$ cat config.mk
export PLATFORM = sky130hd
export DESIGN_NAME = comparator_3bit_unit
export DESIGN_NICKNAME = d
export VERILOG_FILES = /design/src/rtl/comparator_3bit_unit.sv
export SDC_FILE = /design/constraint.sdc
export NUM_CORES = 1
export LEC_CHECK = 0
export BUFFER_PORTS_ARGS = -buffer_cell sky130_fd_sc_hd__buf_4
export CORE_AREA = 2 2 39 41
export DETAILED_ROUTE_END_ITERATION = 10
export DIE_AREA = 0 0 41 43
export PLACE_DENSITY = 0.52
export SLEW_MARGIN = 0
export SYNTH_ARGS = -nofsm -noshare
export SYNTH_HDL_FRONTEND = slang
export SYNTH_SLANG_ARGS = --single-unit
$ cat constraint.sdc
create_clock -name clk -period 1.08 [get_ports clk]
set_input_delay 0.054 -clock clk [delete_from_list [all_inputs] [get_ports clk]]
set_output_delay 0.054 -clock clk [all_outputs]
set_load 0.01 [all_outputs]
$ cat src/rtl/comparator_3bit_unit.sv
// Registered magnitude comparator: greater/equal/lesser flags plus the index of
// the most significant differing bit, one cycle after the operands are sampled.
module comparator_3bit_unit #(
   parameter int WIDTH = 3,
   parameter int IDXW  = (WIDTH > 1) ? $clog2(WIDTH) : 1
) (
   input  logic             clk,
   input  logic             rst,
   input  logic             in_valid,
   input  logic             signed_mode,
   input  logic [WIDTH-1:0] a,
   input  logic [WIDTH-1:0] b,
   output logic             out_valid,
   output logic             a_greater_b,
   output logic             a_equal_b,
   output logic             a_lesser_b,
   output logic [IDXW-1:0]  msb_diff_idx
);

   // Valid semantics: in_valid qualifies a/b/signed_mode on the same rising edge;
   // out_valid marks the result registers one cycle later. There is no ready
   // signal; every valid input produces a result and nothing ever stalls.

   logic [WIDTH-1:0] diff;
   logic [IDXW-1:0]  idx_c;
   logic             eq_c;
   logic             gt_c;
   logic             lt_c;
   logic             sign_split;

   always_comb begin
      diff  = a ^ b;
      idx_c = '0;
      // Ascending scan so the highest set bit of diff wins.
      for (int i = 0; i < WIDTH; i++) begin
         if (diff[i]) begin
            idx_c = IDXW'(i);
         end
      end
   end

   always_comb begin
      eq_c       = (a == b);
      sign_split = signed_mode & (a[WIDTH-1] ^ b[WIDTH-1]);
      // With differing sign bits the non-negative operand (sign 0) is larger,
      // so A is greater exactly when B carries the sign bit.
      gt_c       = sign_split ? b[WIDTH-1] : (a > b);
      lt_c       = ~eq_c & ~gt_c;
   end

   always_ff @(posedge clk or posedge rst) begin
      if (rst) begin
         out_valid    <= 1'b0;
         a_greater_b  <= 1'b0;
         a_equal_b    <= 1'b0;
         a_lesser_b   <= 1'b0;
         msb_diff_idx <= '0;
      end else begin
         out_valid <= in_valid;
         if (in_valid) begin
            a_greater_b  <= gt_c;
            a_equal_b    <= eq_c;
            a_lesser_b   <= lt_c;
            msb_diff_idx <= idx_c;
         end
      end
   end

endmodule

Word level (Yosys, flattened, before mapping):

Index checks and enable logic that the tools add are counted.

* bits of input ports: 10
* register bits after elaboration: 6
* word-level logic and storage cells: 16

* bitwise logic cells: 6
* order comparisons: 1
* mux-type cells: 3
* eq/ne operators: 1

Operator list (number)
* $eq A3 B3 Y1: 1
* $gt A3 B3 Y1: 1
* $xor A3 B3 Y3: 1
* $and A1 B1 Y1: 2
* $mux W1: 2
* $mux W2: 1
* $not A1 Y1: 2
* $xor A1 B1 Y1: 1

Longest topological paths before layout:

Gate-level depths: netlist (run 1).

* depth in word-level cells: 5
* depth in mapped cells: 5

Worst setup path after synthesis (run 1):

OpenSTA, ideal clock, no wires.

* kind: in2reg
* from: input b[2]
* to: register a_greater_b
* setup slack: 125 ps
* arrival time: 873 ps
* data required time: 999 ps
* cell stages on the path: 5
* library setup time: 81 ps
* cell sequence: inv_1 ha_1 a21boi_2 a21bo_1 a31oi_2

* word-level cells in the longest chain between the ends: 3

RTL lines
* from (decl): RTL line 12 `input logic [WIDTH-1:0] b,`
* branches (longest 2 deep; another with $gt A3 B3 Y1)
* $mux W1 (*): RTL line 47 `gt_c = sign_split ? b[WIDTH-1] : (a > b);`
* to (signal assigned): RTL line 61 `a_greater_b <= gt_c;`
* to (decl): RTL line 14 `output logic a_greater_b,`

Mark *: on every way between the ends.
A chain may end at the register's enable or synchronous reset.

==> reports/metrics.yaml, run 1 <==
clocking:
  tritoncts: "yes"
  path_clk_slew_ns: 0.04
  h-tree-depth: 1
  cts.path.max_buffers: 2
  post_cts_buffers: 0
  cts_sinks: 6
  clock_latency_ns: 0.23
  cts-root-buf: "clkbuf_4"
  cts_made_buffers: 3
sta:
  fmaxAchievable_ghz: 1.157
  worst_slew_pin_slew_ns: 0.2210
  min_period_over_period: 0.8004
  skew_ns: 0
  final-setup-viol-count: 0
  finalHoldViolCount: 0
  slew_headroom: 0.8525
  hold_ws_ns: 0.2515
  rsz0062_at_grt: "no"
  slew_viol_final: 0
  tns_ns: 0
  fin_crit_ns: 0.8645
  setup_slack_ns: 0.2155
global_route:
  overflow: 0
  grt_start_max_net_pins: 10
  gr-usage-met2: 0.1156
  grt_pass1_vias: 284
  antenna_found_initial: 0
  grtUsageMet3: 0.03141
  use_met1: 0.1303
  grtUsageTotal: 0.09274
  grt_pass1_wl_um: 1104
  top_usage_layer: "met1"
synthesis:
  yosysUniqueCellTypes: 16
  ys_top_cells_by_area: "dfrtp_1 46%, ha_1 11%, inv_1 8.0%"
  yosysMostFrequentCell: "inv_1"
  synth_top_cell_area_share: 0.4580
  ys_seq_area_frac: 0.4580
  netlist_area_um2: 327.8
  ys_warn_count: 0
  yosys-top-cells-count: "7 x inv_1, 6 x dfrtp_1, 3 x ha_1, 3 x nor2_1"
  syn_nets: 46
  syn_avg_cell_area_um2: 9.934
  ys_ff_latch: 6
  synthArstFlopShare: 1.000
  yosysTopAreaCell: "dfrtp_1"
  syn_inst: 33
  synth_edf_count: 0
  ys.flop_type: "dfrtp_1"
die:
  core_mm2: 0.001384
  start_util: 0.2369
  io_pins: 16
  rows: 14
  dieArea_mm2: 0.001763
  fp.dieH_um: 43
  die_w_um: 41
setup_path:
  critPathTopFamily: "buffers and inverters"
  critPathKind: "input port to flop"
  slowest_stage: "dlygate4sd3_1"
  crit_chain: "dlygate4sd3_1 > buf_4 > nand2_1 > o22ai_1"
  end_kind: "flop"
  cpPeakStageDelay_ns: 0.54
  worstPathArrival_ns: 0.98
  crit_required_ns: 1.19
  crit_buf_inv: 2
  start_kind: "input port"
  cp_max_fo: 9
finish:
  stdcell_count: 71
  drive_gt1_frac: 0.4182
  fin_nets: 70
  n_antenna_cell: 0
  area_delta_synth_final_pct: 58.78
placed_design:
  port_buffers: 15
  globalplace.congestion: 0.6126
  place_inst: 66
  preCtsSetupSlack_ns: -0.003872
power_and_ir_drop:
  p_sw_frac: 0.2481
  p_clk_frac: 0.302
  ir_drop_mv: 0.4976
  p_total_uw: 643.5
  netSwitchingPower_uw: 159.7
  total_leakage_power_uw: 0.0002742
  internal_power_uw: 483.8
  power_frac_comb: 0.288
  p_seq_frac: 0.411
  p_per_area_mw_per_mm2: 1236
routing:
  vias: 296
  postRouteWirelength_um: 619
  drt_iter0_drc: 6
  wl_per_cell_um: 8.718
  drtAntennaViolNets: 0
  viasPerCell: 4.169
  dr.pass1.iters: 2
  drcViolationCount: 0
min_path:
  hp-class: "input port to flop"
run:
  max_cap_viol_count: 0
status:
  status: "finished clean"
registers in the layout, summed over array words and instances, names as in the netlist:
signal	cells
a_lesser_b	1
msb_diff_idx	2
a_equal_b	1
a_greater_b	1
out_valid	1
through the flow:
step	instance area, um2	util
after global placement	478.0	0.3454
after detailed placement	478.0	0.3454
final	520.5	0.3761
after CTS	520.5	0.3761
after floorplan	327.8	-
after global routing	520.5	0.3761
repair_timing:
item | 4_1_cts | 5_1_grt
resized for setup | 0 | 0
endpoints found under the hold margin | 7 | 0
hold buffers | 2 | 0
final timing paths:
kind	startpoint	to	slack, ns	cells after the start
worst max-delay path	in_valid	a_equal_b	0.22	4
worst min-delay path	b[0]	a_equal_b	0.25	4
worst max register to register	msb_diff_idx[1]	msb_diff_idx[1]	0.42	1
worst min register to register	msb_diff_idx[1]	msb_diff_idx[1]	0.49	1
max in group asynchronous	rst	out_valid	0.61	3
min in group asynchronous	rst	msb_diff_idx[1]	0.29	3
metal layers:
layer  wire length [um]  vias up  share of wire
met5                  0        -              0
met4                  0        0              0
met3                 61        0          0.099
met2                280       12           0.45
met1                277      128           0.45
li1                   -      156              -
area by class of cell:
type / instances / area, um2
fillers: 164 / 863.3
multi-input cells: 19 / 146.4
inverters: 7 / 26.28
clock buffers: 3 / 22.52
flip-flops and latches: 6 / 150.1
repair buffers: 20 / 155.1
well taps: 16 / 20.02
power by group through the flow:
stage               registers [uW]  clock network (uW)  logic, uW
CTS                            265                 205        188
floorplan                      279                   0       78.4
global route                   268                 224        209
detailed placement             268                   0        182
global placement               267                   0        182
finish                         264                 194        185
layout by cell type, fill, tap and decap left out:
master	count
a32oi_1	1
nand2_1	2
or2_1	1
buf_4	18
a31oi_2	1
a21bo_1	1
mux2i_1	1
dfrtp_1	6
o22ai_1	2
a21boi_2	1
clkbuf_4	3
nor2_1	3
nand2b_1	1
o21a_1	1
a21oi_1	1
inv_1	7
ha_1	3
dlygate4sd3_1	2
kinds of logic (layout without fill, tap and decap cells):
group                    after synthesis  count (layout)  share of synthesized area
buffers and inverters                  8              30                    0.09542
multiplexers                           1               1                    0.03054
flip-flops                             6               6                     0.4580
adder cells (fa/ha/maj)                3               3                     0.1145
AO/OA/AOI/OAI                          8               8                     0.2061
AND/OR/NAND/NOR                        7               7                    0.09545
(Power assumes the default switching activity.)
==> inputs of run 2 (changes only) <==
==> constraint.sdc (replaced) <==
create_clock -name clk -period 0.8 [get_ports clk]
set_input_delay 0.04 -clock clk [delete_from_list [all_inputs] [get_ports clk]]
set_output_delay 0.04 -clock clk [all_outputs]
set_load 0.01 [all_outputs]
==> run 2 against run 1 <==
Routed wire length is 10% higher. Setup slack worse by 0.20 ns. Largest power group is now combinational logic. Critical path depth is 3 lower. Highest routed layer unchanged.
==> reports/metrics.yaml, run 2 (same netlist as run 1, synthesis figures left out) <==
routing:
  drcViolationCount: 0  # unchanged
  dr.pass1.iters: 2  # unchanged
  postRouteWirelength_um: 682  # +10%
  drt_iter0_drc: 2  # -4
  vias: 304  # +2.7%
  viasPerCell: 4.053  # -2.8%
  drtAntennaViolNets: 0  # unchanged
  wl_per_cell_um: 9.093  # +4.3%
power_and_ir_drop:
  internal_power_uw: 742.7  # +54%
  netSwitchingPower_uw: 258.0  # +62%
  total_leakage_power_uw: 0.0003122  # +14%
  p_clk_frac: 0.269  # -0.033
  p_seq_frac: 0.360  # -0.051
  p_total_uw: 1001  # +55%
  power_frac_comb: 0.371  # +0.083
  ir_drop_mv: 0.5337  # +7.3%
  p_sw_frac: 0.2578  # +0.009647
  p_per_area_mw_per_mm2: 1535  # +24%
finish:
  layout_commonest_cell: "buf_4"
  final_cell_mix: "15 x buf_4, 6 x dfrtp_1, 6 x buf_6"
  final_core_util: 0.4711  # +0.09494
  area_delta_synth_final_pct: 98.86
  drive_gt1_frac: 0.6102  # +0.1920
  n_antenna_cell: 0  # unchanged
  fin_nets: 74  # +5.7%
  top_register: "msb_diff_idx"
  largest_reg_flops: 2  # unchanged
clocking:
  cts_sinks: 6  # unchanged
  h-tree-depth: 1  # unchanged
  cts-root-buf: "clkbuf_4"
  cts.path.max_buffers: 2  # unchanged
  tritoncts: "yes"
  clock_latency_ns: 0.24  # about the same
  path_clk_slew_ns: 0.04  # about the same
  cts_made_buffers: 3  # unchanged
sta:
  worst_slew_pin_slew_ns: 0.2328  # +0.01179 ns
  min_period_over_period: 0.9790
  tns_ns: 0  # unchanged
  finalHoldViolCount: 0  # unchanged
  fmaxAchievable_ghz: 1.277
  rsz0062_at_grt: "yes"
  fin_crit_ns: 0.7832
  skew_ns: 0  # unchanged
  final-setup-viol-count: 0  # unchanged
  slew_viol_final: 0  # unchanged
  slew_headroom: 0.8446  # -0.007871
  hold_ws_ns: 0.05063  # -0.2009 ns
global_route:
  overflow: 0  # unchanged
  grt_pass1_wl_um: 1152  # +4.3%
  grt_start_max_net_pins: 10  # unchanged
  grt_pass1_vias: 315  # +11%
  antenna_found_initial: 0  # unchanged
  grtUsageTotal: 0.1029  # +0.01018
setup_path:
  critPathKind: "flop to output pin"
  end_kind: "output pin"
  crit_buf_inv: 1  # -1
  slowest_stage: "dfrtp_1"
  critPathTopFamily: "flip-flops"
  worstPathArrival_ns: 0.74  # -0.24 ns
  crit_required_ns: 0.76  # -0.43 ns
  cp_max_fo: 2  # -7
  cpPeakStageDelay_ns: 0.38  # -0.16 ns
  start_kind: "flop"
  crit_chain: "buf_6"
run:
  max_cap_viol_count: 0  # unchanged
placed_design:
  globalplace.congestion: 0.6195  # +1.1%
  port_buffers: 15  # unchanged
  dpl.hpwl_um: 540.3
die:
  start_util: 0.2369  # unchanged
  fp.dieH_um: 43  # unchanged
  io_pins: 16  # unchanged
  rows: 14  # unchanged
  core_mm2: 0.001384  # unchanged
  dieArea_mm2: 0.001763  # unchanged
  die_w_um: 41  # unchanged
min_path:
  hp-class: "input port to flop"
status:
  status: "finished clean"
-- run 2: routing by layer --
metal  vias up  part of all wire  global-route usage
met3         0             0.066             0.01571
met5         -                 0                   0
met4         0                 0              0.1200
met2        11              0.51              0.1438
li1        163                 -                   -
met1       130              0.42              0.1144
-- run 2: area by class of cell --
| type | instances | area [um2] |
|---|---|---|
| multi-input cells | 19 | 200.2 |
| clock buffers | 3 | 22.52 |
| flip-flops and latches | 6 | 150.1 |
| inverters | 7 | 38.79 |
| repair buffers | 24 | 220.2 |
| fillers | 141 | 732.0 |
| well taps | 16 | 20.02 |
-- run 2: what timing repair did --
action                                  4_1_cts  5_1_grt
buffers inserted                              5        0
endpoints found under the setup margin        6        9
hold endpoints to repair                      7        0
hold buffers                                  2        0
pin swaps                                     1        4
gates resized for setup                       4       11
-- run 2: power by group through the flow --
stage / clock [uW] / sequential [uW] / combinational, uW
after floorplan: 0 / 377 / 125
after global placement: 0 / 360 / 272
after detailed placement: 0 / 360 / 272
after CTS: 290 / 358 / 339
after global routing: 300 / 365 / 411
final: 269 / 360 / 371
-- run 2: stage by stage --
step,instance area [um2],worst slack (ns),instances
2_1_floorplan,377.9,-0.09396,33
3_3_place_gp,520.5,-0.2756,65
3_5_place_dp,520.5,-0.2884,65
4_1_cts,615.6,0.0003414,75
5_1_grt,651.9,-0.02965,75
6_report,651.9,0.01680,75
-- run 2: path summary, 6_finish.rpt --
check | slack [ns] | depth (start not counted) | from | to
min reg2reg | 0.58 | 2 | msb_diff_idx[1] | msb_diff_idx[1]
min in group asynchronous | 0.28 | 3 | rst | out_valid
max in group asynchronous | 0.33 | 3 | rst | a_equal_b
max | 0.02 | 1 | a_equal_b | a_equal_b
min | 0.05 | 2 | in_valid | a_lesser_b
max reg2reg | 0.02 | 3 | a_greater_b | a_greater_b
